<file path="src/rtl/hwpe_ownership_scheduler_if.sv">
// Request/grant and HWPE-control signals between the cores, the ownership
// scheduler and the clustered HWPE subsystem.
interface hwpe_ownership_scheduler_if #(
  parameter int N_CORES = 8,
  parameter int SEL_W   = 2
);
  logic [N_CORES-1:0]       req_i;
  logic [N_CORES*SEL_W-1:0] req_hwpe_i;
  logic [N_CORES-1:0]       release_i;
  logic [N_CORES-1:0]       gnt_o;
  logic [N_CORES-1:0]       owner_o;
  logic                     hwpe_busy_i;
  logic                     hwpe_en_o;
  logic [SEL_W-1:0]         hwpe_sel_o;
  logic                     err_o;

  modport master (
    output req_i, req_hwpe_i, release_i, hwpe_busy_i,
    input  gnt_o, owner_o, hwpe_en_o, hwpe_sel_o, err_o
  );

  modport slave (
    input  req_i, req_hwpe_i, release_i, hwpe_busy_i,
    output gnt_o, owner_o, hwpe_en_o, hwpe_sel_o, err_o
  );
endinterface

</file>
<file path="src/rtl/hwpe_ownership_scheduler.sv">
// Round-robin ownership arbiter for the clustered HWPE subsystem; sequences
// clock gating around every HWPE select change and drains before re-arbitrating.
module hwpe_ownership_scheduler #(
  parameter int N_CORES       = 8,
  parameter int N_HWPES       = 3,
  parameter int SEL_W         = (N_HWPES > 1) ? $clog2(N_HWPES) : 1,
  parameter int SWITCH_CYCLES = 2
) (
  input logic                       clk,
  input logic                       rst,
  hwpe_ownership_scheduler_if.slave bus
);
  localparam int IDX_W = (N_CORES > 1) ? $clog2(N_CORES) : 1;
  localparam int CNT_W = (SWITCH_CYCLES > 1) ? $clog2(SWITCH_CYCLES) : 1;
  localparam logic [CNT_W-1:0] CNT_LOAD  = CNT_W'(SWITCH_CYCLES - 1);
  localparam logic [SEL_W:0]   N_HWPES_W = (SEL_W+1)'(N_HWPES);
  localparam logic [IDX_W-1:0] LAST_CORE = IDX_W'(N_CORES - 1);

  typedef enum logic [2:0] {IDLE, GATE, ENABLE, OWNED, DRAIN} state_e;

  state_e             state_q, state_d;
  logic [SEL_W-1:0]   sel_q, sel_d;
  logic [CNT_W-1:0]   cnt_q, cnt_d;
  logic [IDX_W-1:0]   win_q, win_d;
  logic [IDX_W-1:0]   rr_q, rr_d;

  logic [N_CORES-1:0] valid;
  logic [N_CORES-1:0] elig;
  logic               arb_found;
  logic [IDX_W-1:0]   arb_idx;
  logic [SEL_W-1:0]   win_hwpe;
  logic [N_CORES-1:0] win_onehot;

  always_comb begin
    valid = '0;
    for (int unsigned c = 0; c < N_CORES; c++) begin
      valid[c] = {1'b0, bus.req_hwpe_i[c*SEL_W +: SEL_W]} < N_HWPES_W;
    end
  end

  assign elig = bus.req_i & valid;

  // First eligible core at or above the pointer, wrapping around.
  always_comb begin : arb
    int unsigned cand;
    arb_found = 1'b0;
    arb_idx   = '0;
    cand      = 0;
    for (int unsigned i = 0; i < N_CORES; i++) begin
      cand = (32'(rr_q) + i) % 32'(N_CORES);
      if (!arb_found && elig[IDX_W'(cand)]) begin
        arb_found = 1'b1;
        arb_idx   = IDX_W'(cand);
      end
    end
  end

  assign win_hwpe   = bus.req_hwpe_i[arb_idx*SEL_W +: SEL_W];
  assign win_onehot = N_CORES'(1) << win_q;

  always_ff @(posedge clk) begin
    if (rst) begin
      state_q <= IDLE;
      sel_q   <= '0;
      cnt_q   <= '0;
      win_q   <= '0;
      rr_q    <= '0;
    end else begin
      state_q <= state_d;
      sel_q   <= sel_d;
      cnt_q   <= cnt_d;
      win_q   <= win_d;
      rr_q    <= rr_d;
    end
  end

  always_comb begin
    state_d = state_q;
    sel_d   = sel_q;
    cnt_d   = cnt_q;
    win_d   = win_q;
    rr_d    = rr_q;
    unique case (state_q)
      IDLE: begin
        if (arb_found) begin
          win_d = arb_idx;
          rr_d  = (arb_idx == LAST_CORE) ? '0 : arb_idx + IDX_W'(1);
          if (win_hwpe == sel_q) begin
            state_d = ENABLE;
          end else begin
            state_d = GATE;
            sel_d   = win_hwpe;
            cnt_d   = CNT_LOAD;
          end
        end
      end
      GATE: begin
        if (cnt_q == '0) state_d = ENABLE;
        else             cnt_d   = cnt_q - CNT_W'(1);
      end
      // A release coinciding with the grant cycle goes straight to DRAIN.
      ENABLE, OWNED: begin
        state_d = bus.release_i[win_q] ? DRAIN : OWNED;
      end
      DRAIN: begin
        if (!bus.hwpe_busy_i) state_d = IDLE;
      end
      default: state_d = IDLE;
    endcase
  end

  always_comb begin
    bus.hwpe_en_o  = 1'b0;
    bus.gnt_o      = '0;
    bus.owner_o    = '0;
    bus.hwpe_sel_o = sel_q;
    bus.err_o      = |(bus.req_i & ~valid);
    unique case (state_q)
      ENABLE: begin
        bus.hwpe_en_o = 1'b1;
        bus.gnt_o     = win_onehot;
        bus.owner_o   = win_onehot;
      end
      OWNED, DRAIN: begin
        bus.hwpe_en_o = 1'b1;
        bus.owner_o   = win_onehot;
      end
      default: ;
    endcase
  end
endmodule
</file>
<file path="src/flat_wrapper.sv">
// flat-port wrapper written by rule: the top's interface ports become plain ports
module hwpe_ownership_scheduler_flat 
#(
  parameter int N_CORES       = 8,
  parameter int N_HWPES       = 3,
  parameter int SEL_W         = (N_HWPES > 1) ? $clog2(N_HWPES) : 1,
  parameter int SWITCH_CYCLES = 2
)
  (clk, rst, bus_req_i, bus_req_hwpe_i, bus_release_i, bus_hwpe_busy_i, bus_gnt_o, bus_owner_o, bus_hwpe_en_o, bus_hwpe_sel_o, bus_err_o);
  hwpe_ownership_scheduler_if #(.N_CORES(N_CORES), .SEL_W(SEL_W)) bus_i ();
  input logic clk;
  input logic rst;
  input wire logic [$bits(bus_i.req_i)-1:0] bus_req_i;
  input wire logic [$bits(bus_i.req_hwpe_i)-1:0] bus_req_hwpe_i;
  input wire logic [$bits(bus_i.release_i)-1:0] bus_release_i;
  input wire logic [$bits(bus_i.hwpe_busy_i)-1:0] bus_hwpe_busy_i;
  output wire logic [$bits(bus_i.gnt_o)-1:0] bus_gnt_o;
  output wire logic [$bits(bus_i.owner_o)-1:0] bus_owner_o;
  output wire logic [$bits(bus_i.hwpe_en_o)-1:0] bus_hwpe_en_o;
  output wire logic [$bits(bus_i.hwpe_sel_o)-1:0] bus_hwpe_sel_o;
  output wire logic [$bits(bus_i.err_o)-1:0] bus_err_o;
  assign bus_i.req_i = bus_req_i;
  assign bus_i.req_hwpe_i = bus_req_hwpe_i;
  assign bus_i.release_i = bus_release_i;
  assign bus_i.hwpe_busy_i = bus_hwpe_busy_i;
  assign bus_gnt_o = bus_i.gnt_o;
  assign bus_owner_o = bus_i.owner_o;
  assign bus_hwpe_en_o = bus_i.hwpe_en_o;
  assign bus_hwpe_sel_o = bus_i.hwpe_sel_o;
  assign bus_err_o = bus_i.err_o;
  hwpe_ownership_scheduler #(.N_CORES(N_CORES), .N_HWPES(N_HWPES), .SEL_W(SEL_W), .SWITCH_CYCLES(SWITCH_CYCLES)) u_core (.clk(clk), .rst(rst), .bus(bus_i));
endmodule
</file>
<file path="config.mk">
export PLATFORM = sky130hd
export DESIGN_NAME = hwpe_ownership_scheduler_flat
export DESIGN_NICKNAME = d
export VERILOG_FILES = /design/src/rtl/hwpe_ownership_scheduler_if.sv /design/src/rtl/hwpe_ownership_scheduler.sv /design/src/flat_wrapper.sv
export SDC_FILE = /design/constraint.sdc
export NUM_CORES = 1
export LEC_CHECK = 0
export CAP_MARGIN = 20
export CELL_PAD_IN_SITES_DETAIL_PLACEMENT = 1
export CELL_PAD_IN_SITES_GLOBAL_PLACEMENT = 2
export CORE_AREA = 2 2 83 85
export DETAILED_ROUTE_END_ITERATION = 6
export DIE_AREA = 0 0 85 87
export DONT_BUFFER_PORTS = 1
export GPL_TIMING_DRIVEN = 1
export PLACE_DENSITY_LB_ADDON = 0.1
export SYNTH_ARGS = -nofsm -noshare
export SYNTH_HDL_FRONTEND = slang
export SYNTH_SLANG_ARGS = --single-unit
</file>
<file path="constraint.sdc">
create_clock -name clk -period 5.1 [get_ports clk]
set_clock_uncertainty 0.1 [all_clocks]
set_input_delay 1.53 -clock clk [delete_from_list [all_inputs] [get_ports clk]]
set_output_delay 1.53 -clock clk [all_outputs]
set_load 0.01 [all_outputs]
</file>
==> flow_summary_export.csv <==
group,metric,value,unit
yosys,synth_seq_area_share,9.94,%
clock_network,tritoncts,"built",
clock_network,htreeDepth,1,
pwr,p_per_area,693,nW/um^2
final_layout,final_cell_mix,"35 x sky130_fd_sc_hd__nor2_1, 30 x sky130_fd_sc_hd__mux2i_1, 21 x sky130_fd_sc_hd__nand2_1, 21 x sky130_fd_sc_hd__buf_4, 20 x sky130_fd_sc_hd__mux4_2",
yosys,synth_top_area_cell,"sky130_fd_sc_hd__mux4_2",
die,design.die.area,7400,sq um
yosys,yosys_warnings,0,
grt,groute.usage.overall,21.9,%
yosys,synth_compound_gate_area_share,27.6,%
setup_path,critPathCaptureType,"flop",
yosys,synthDistinctLibCells,58,
route,total_iterations_of_the_first_detailed_routing_run,4,
sta,worstMarginPinSlew,0.741,ns
setup_path,critical-path-top-delay-family,"compound AO/OA/AOI/OAI gates",
sta,final-setup-viol-count,0,
sta,clock.fmax,207,MHz
final_layout,antenna_cells,0,
final_layout,multi_input_gate_area,2030,sq um
die,fp-row-count,30,
clock_network,cts.repair_timing.setup_buffer_count,0,
clock_network,clock_pin_slew_of_the_registers_on_the_worst_case_setup_and_hold_paths,0.05,ns
pwr,vdd.ir_drop.worst,0.287,mV
setup_path,reg2reg_depth,13,
place,port-buffer-count,0,
yosys,synth.area.top_cells,"sky130_fd_sc_hd__mux4_2 19%, sky130_fd_sc_hd__mux2i_1 12%, sky130_fd_sc_hd__dfxtp_1 9.9%, sky130_fd_sc_hd__nor2_1 5.4%, sky130_fd_sc_hd__a21bo_2 3.7%",
place,place.gp.congestion,0.981,
pwr,power_leakage,1.05,nW
setup_path,timing.setup.critical_path_class,"input port to flop",
sta,finalCriticalPeriod,4.83,ns
grt,first_pass_grt_wire_length,12900,microns
yosys,syn-mean-instance-area,8.31,sq um
route,drt.antenna.violating_nets,0,
setup_path,critical_path_required,5.13,ns
die,core_area,6570,sq um
yosys,synth_async_sr_flop_share,0,%
clock_network,max-clock-path-buffers,2,
route,postRouteWirelength,8170,microns
yosys,synth.top_cell.area_share,18.6,%
final_layout,final_layout_size_suffix_gt1_share,23.3,%
clock_network,cts-buffers-inserted,3,
sta,timing.hold.ws,0.387,ns
clock_network,clock_latency,0.24,ns
die,initial_utilization,36.8,%
yosys,ys_dominant_reg_cell,"sky130_fd_sc_hd__dfxtp_1",
grt,grt_remaining_overflow,0,
clock_network,cts_root_buffer,"sky130_fd_sc_hd__clkbuf_8",
setup_path,crit-reg2reg-capture,"u_core.state_q[1]$_SDFFE_PP0P_",
clock_network,cts_hold_buf,0,
setup_path,cp_max_fo,10,
sta,slew_violations,0,
sta,slew_headroom,50.3,%
yosys,synth_mux_area_share,34.3,%
final_layout,flow.area_growth_from_synthesis,9.58,%
route,drt-wirelength-per-cell,21.7,microns
min_path,hold_path.class,"flop to flop",
sta,timing.setup.tns,0,ns
grt,global_route.usage.met1,33.4,%
yosys,main_combinational_cell_family_by_area_after_synthesis,"multiplexers",
sta,final_min_period_over_clock_period,94.7,%
yosys,synth.cell_area,2420,sq um
run,timing.max_cap.violations,0,
die,io-pin-count,55,
route,dr.first_iter.drc_count,133,
die,chipWidth,85,microns
yosys,xor_and_xnor_area_share_after_synthesis,1.45,%
clock_network,clkSinkCount,12,
setup_path,regToRegSetupSlack,0.64,ns
grt,antenna_found_initial,0,
place,detailedPlacementHpwl,6470,microns
route,dr_total_vias,2395,
final_layout,layout_commonest_cell,"sky130_fd_sc_hd__nor2_1",
grt,grt_start_max_net_pins,24,
route,avgViaCountPerCell,6.37,
setup_path,start_kind,"input port",
setup_path,r2r-start,"u_core.rr_q[1]$_SDFFE_PP0P_",
setup_path,worstPathBufferInverterCount,0,
yosys,synth_simple_gate_area_share,18.8,%
grt,grtUsageMet3,2.27,%
setup_path,cp-endpoint,"u_core.state_q[1]$_SDFFE_PP0P_",
final_layout,final_nets,335,
yosys,synth-adder-area-share,1.55,%
die,fp.dieH,87,microns
grt,top_usage_layer,"met2",
final_layout,fill_cells,807,
yosys,ys_ff_latch,12,
yosys,synth_fp_nets,329,
sta,final-hold-violation-count,0,
outcome,run_status,"complete, no violations",
setup_path,crit_start,"bus_req_i[4]",
setup_path,critPathArrivalTime,4.86,ns
grt,global_route.usage.met2,34.4,%
route,drc,0,
setup_path,critical-path-max-stage-delay,0.53,ns
setup_path,timing.critical_path.cells,"a21boi_1, mux2i_1, mux4_2, a32oi_2, or4_4, o31a_1, mux2_1, o211ai_1, a21oi_1, o22a_1, o21ba_1",
final_layout,register_area,240,sq um
place,placement.setup.worst_slack,0.0267,ns
setup_path,cp_num_cells,11,
grt,grt_pass1_vias,2376,
yosys,synthesis.instances,291,
sta,final_critical_path_setup_slack,0.270,ns
setup_path,crit_slowest_cell,"sky130_fd_sc_hd__mux4_2",
sta,rsz0062_at_grt,"no",
yosys,synth_enable_flop_cells,0,
[power breakdown]
group          internal (W)  switching (W)  leakage, nW
Sequential         0.000133      0.0000598       0.0994
Clock             0.0000682      0.0000360       0.0288
Combinational      0.000696       0.000842        0.924
Total              0.000897       0.000938         1.05
[sequential cells by signal, indices dropped and copies added (netlist names)]
| register | cells |
|---|---|
| u_core.bus.hwpe_sel_o | 2 |
| u_core.rr_q | 3 |
| u_core.win_q | 3 |
| u_core.state_q | 3 |
| u_core.cnt_q | 1 |
[final cells by class]
| type | count | area share [%] |
|---|---|---|
| Multi-Input combinational cell | 243 | 76.8 |
| Sequential cell | 12 | 9.07 |
| Tap cell | 80 | 3.78 |
| Clock buffer | 4 | 2.08 |
| Inverter | 16 | 2.31 |
| Timing Repair Buffer | 21 | 5.95 |
[worst reg2reg max path: cells and delay by family (launching register included)]
kind	cells	cell delay, ns
xor gates and xnor gates	1	0.44
adders and majority gates	1	0.20
AOI/OAI and AO/OA	7	1.81
muxes	3	1.17
buffers and inverters	1	0.18
DFF	1	0.47
[stage by stage]
stage	area [sq um]	cells	utilization (%)	power, W
2_1_floorplan	2420	291	-	0.00135
3_3_place_gp	2590	372	39.4	0.00172
3_5_place_dp	2590	372	39.4	0.00173
4_1_cts	2650	376	40.3	0.00184
5_1_grt	2650	376	40.3	0.00200
6_report	2650	376	40.3	0.00184
[what timing repair did]
| action | 4_1_cts | 5_1_grt |
|---|---|---|
| resized for setup | 0 | 1 |
| endpoints found under the hold margin | 0 | 0 |
| setup endpoints to repair | 0 | 1 |
[worst min path at each step]
stage / start / endpoint / slack (ns) / cells after the start
6_report: u_core.cnt_q$_SDFFE_PP0P_ / u_core.cnt_q$_SDFFE_PP0P_ / 0.39 / 2
5_1_grt: u_core.cnt_q$_SDFFE_PP0P_ / u_core.cnt_q$_SDFFE_PP0P_ / 0.42 / 2
4_1_cts: u_core.cnt_q$_SDFFE_PP0P_ / u_core.cnt_q$_SDFFE_PP0P_ / 0.39 / 2
3_5_place_dp: u_core.cnt_q$_SDFFE_PP0P_ / u_core.cnt_q$_SDFFE_PP0P_ / 0.38 / 2
3_3_place_gp: u_core.cnt_q$_SDFFE_PP0P_ / u_core.cnt_q$_SDFFE_PP0P_ / 0.38 / 2
2_1_floorplan: u_core.cnt_q$_SDFFE_PP0P_ / u_core.cnt_q$_SDFFE_PP0P_ / 0.34 / 2
[cells by family after synthesis]
kind of cell,count (synthesis)
adder cells (fa/ha/maj),3
AO/OA/AOI/OAI,83
multiplexers,56
buffers and inverters,36
flip-flops,12
AND/OR/NAND/NOR,97
XOR/XNOR,4
[routing by layer]
layer  vias up  share of wire, %
met4         0              0.72
met1      1190                50
li1       1129                 -
met3         4               4.0
met2        72                46
met5         -                 0
[cell usage after synthesis, types with 3 or more instances]
cell type                  instances
sky130_fd_sc_hd__nor2_1           35
sky130_fd_sc_hd__o21ai_1           3
sky130_fd_sc_hd__o21ai_0           5
sky130_fd_sc_hd__a211o_1           3
sky130_fd_sc_hd__dfxtp_1          12
sky130_fd_sc_hd__ha_1              3
sky130_fd_sc_hd__and3_1            8
sky130_fd_sc_hd__a21oi_1           8
sky130_fd_sc_hd__a21boi_1          6
sky130_fd_sc_hd__o22a_1            3
sky130_fd_sc_hd__mux2i_1          30
sky130_fd_sc_hd__clkbuf_1         11
sky130_fd_sc_hd__nand2b_1          9
sky130_fd_sc_hd__nor3_1           10
sky130_fd_sc_hd__mux2_2            3
sky130_fd_sc_hd__a21bo_2           9
sky130_fd_sc_hd__o311ai_0          5
sky130_fd_sc_hd__mux4_2           20
sky130_fd_sc_hd__buf_4             3
sky130_fd_sc_hd__a211oi_1          4
sky130_fd_sc_hd__o211ai_1          8
sky130_fd_sc_hd__nand3_1           5
sky130_fd_sc_hd__buf_2             4
sky130_fd_sc_hd__inv_1            13
sky130_fd_sc_hd__nand2_1          21
sky130_fd_sc_hd__a31oi_1           7
(Power assumes the default switching activity.)
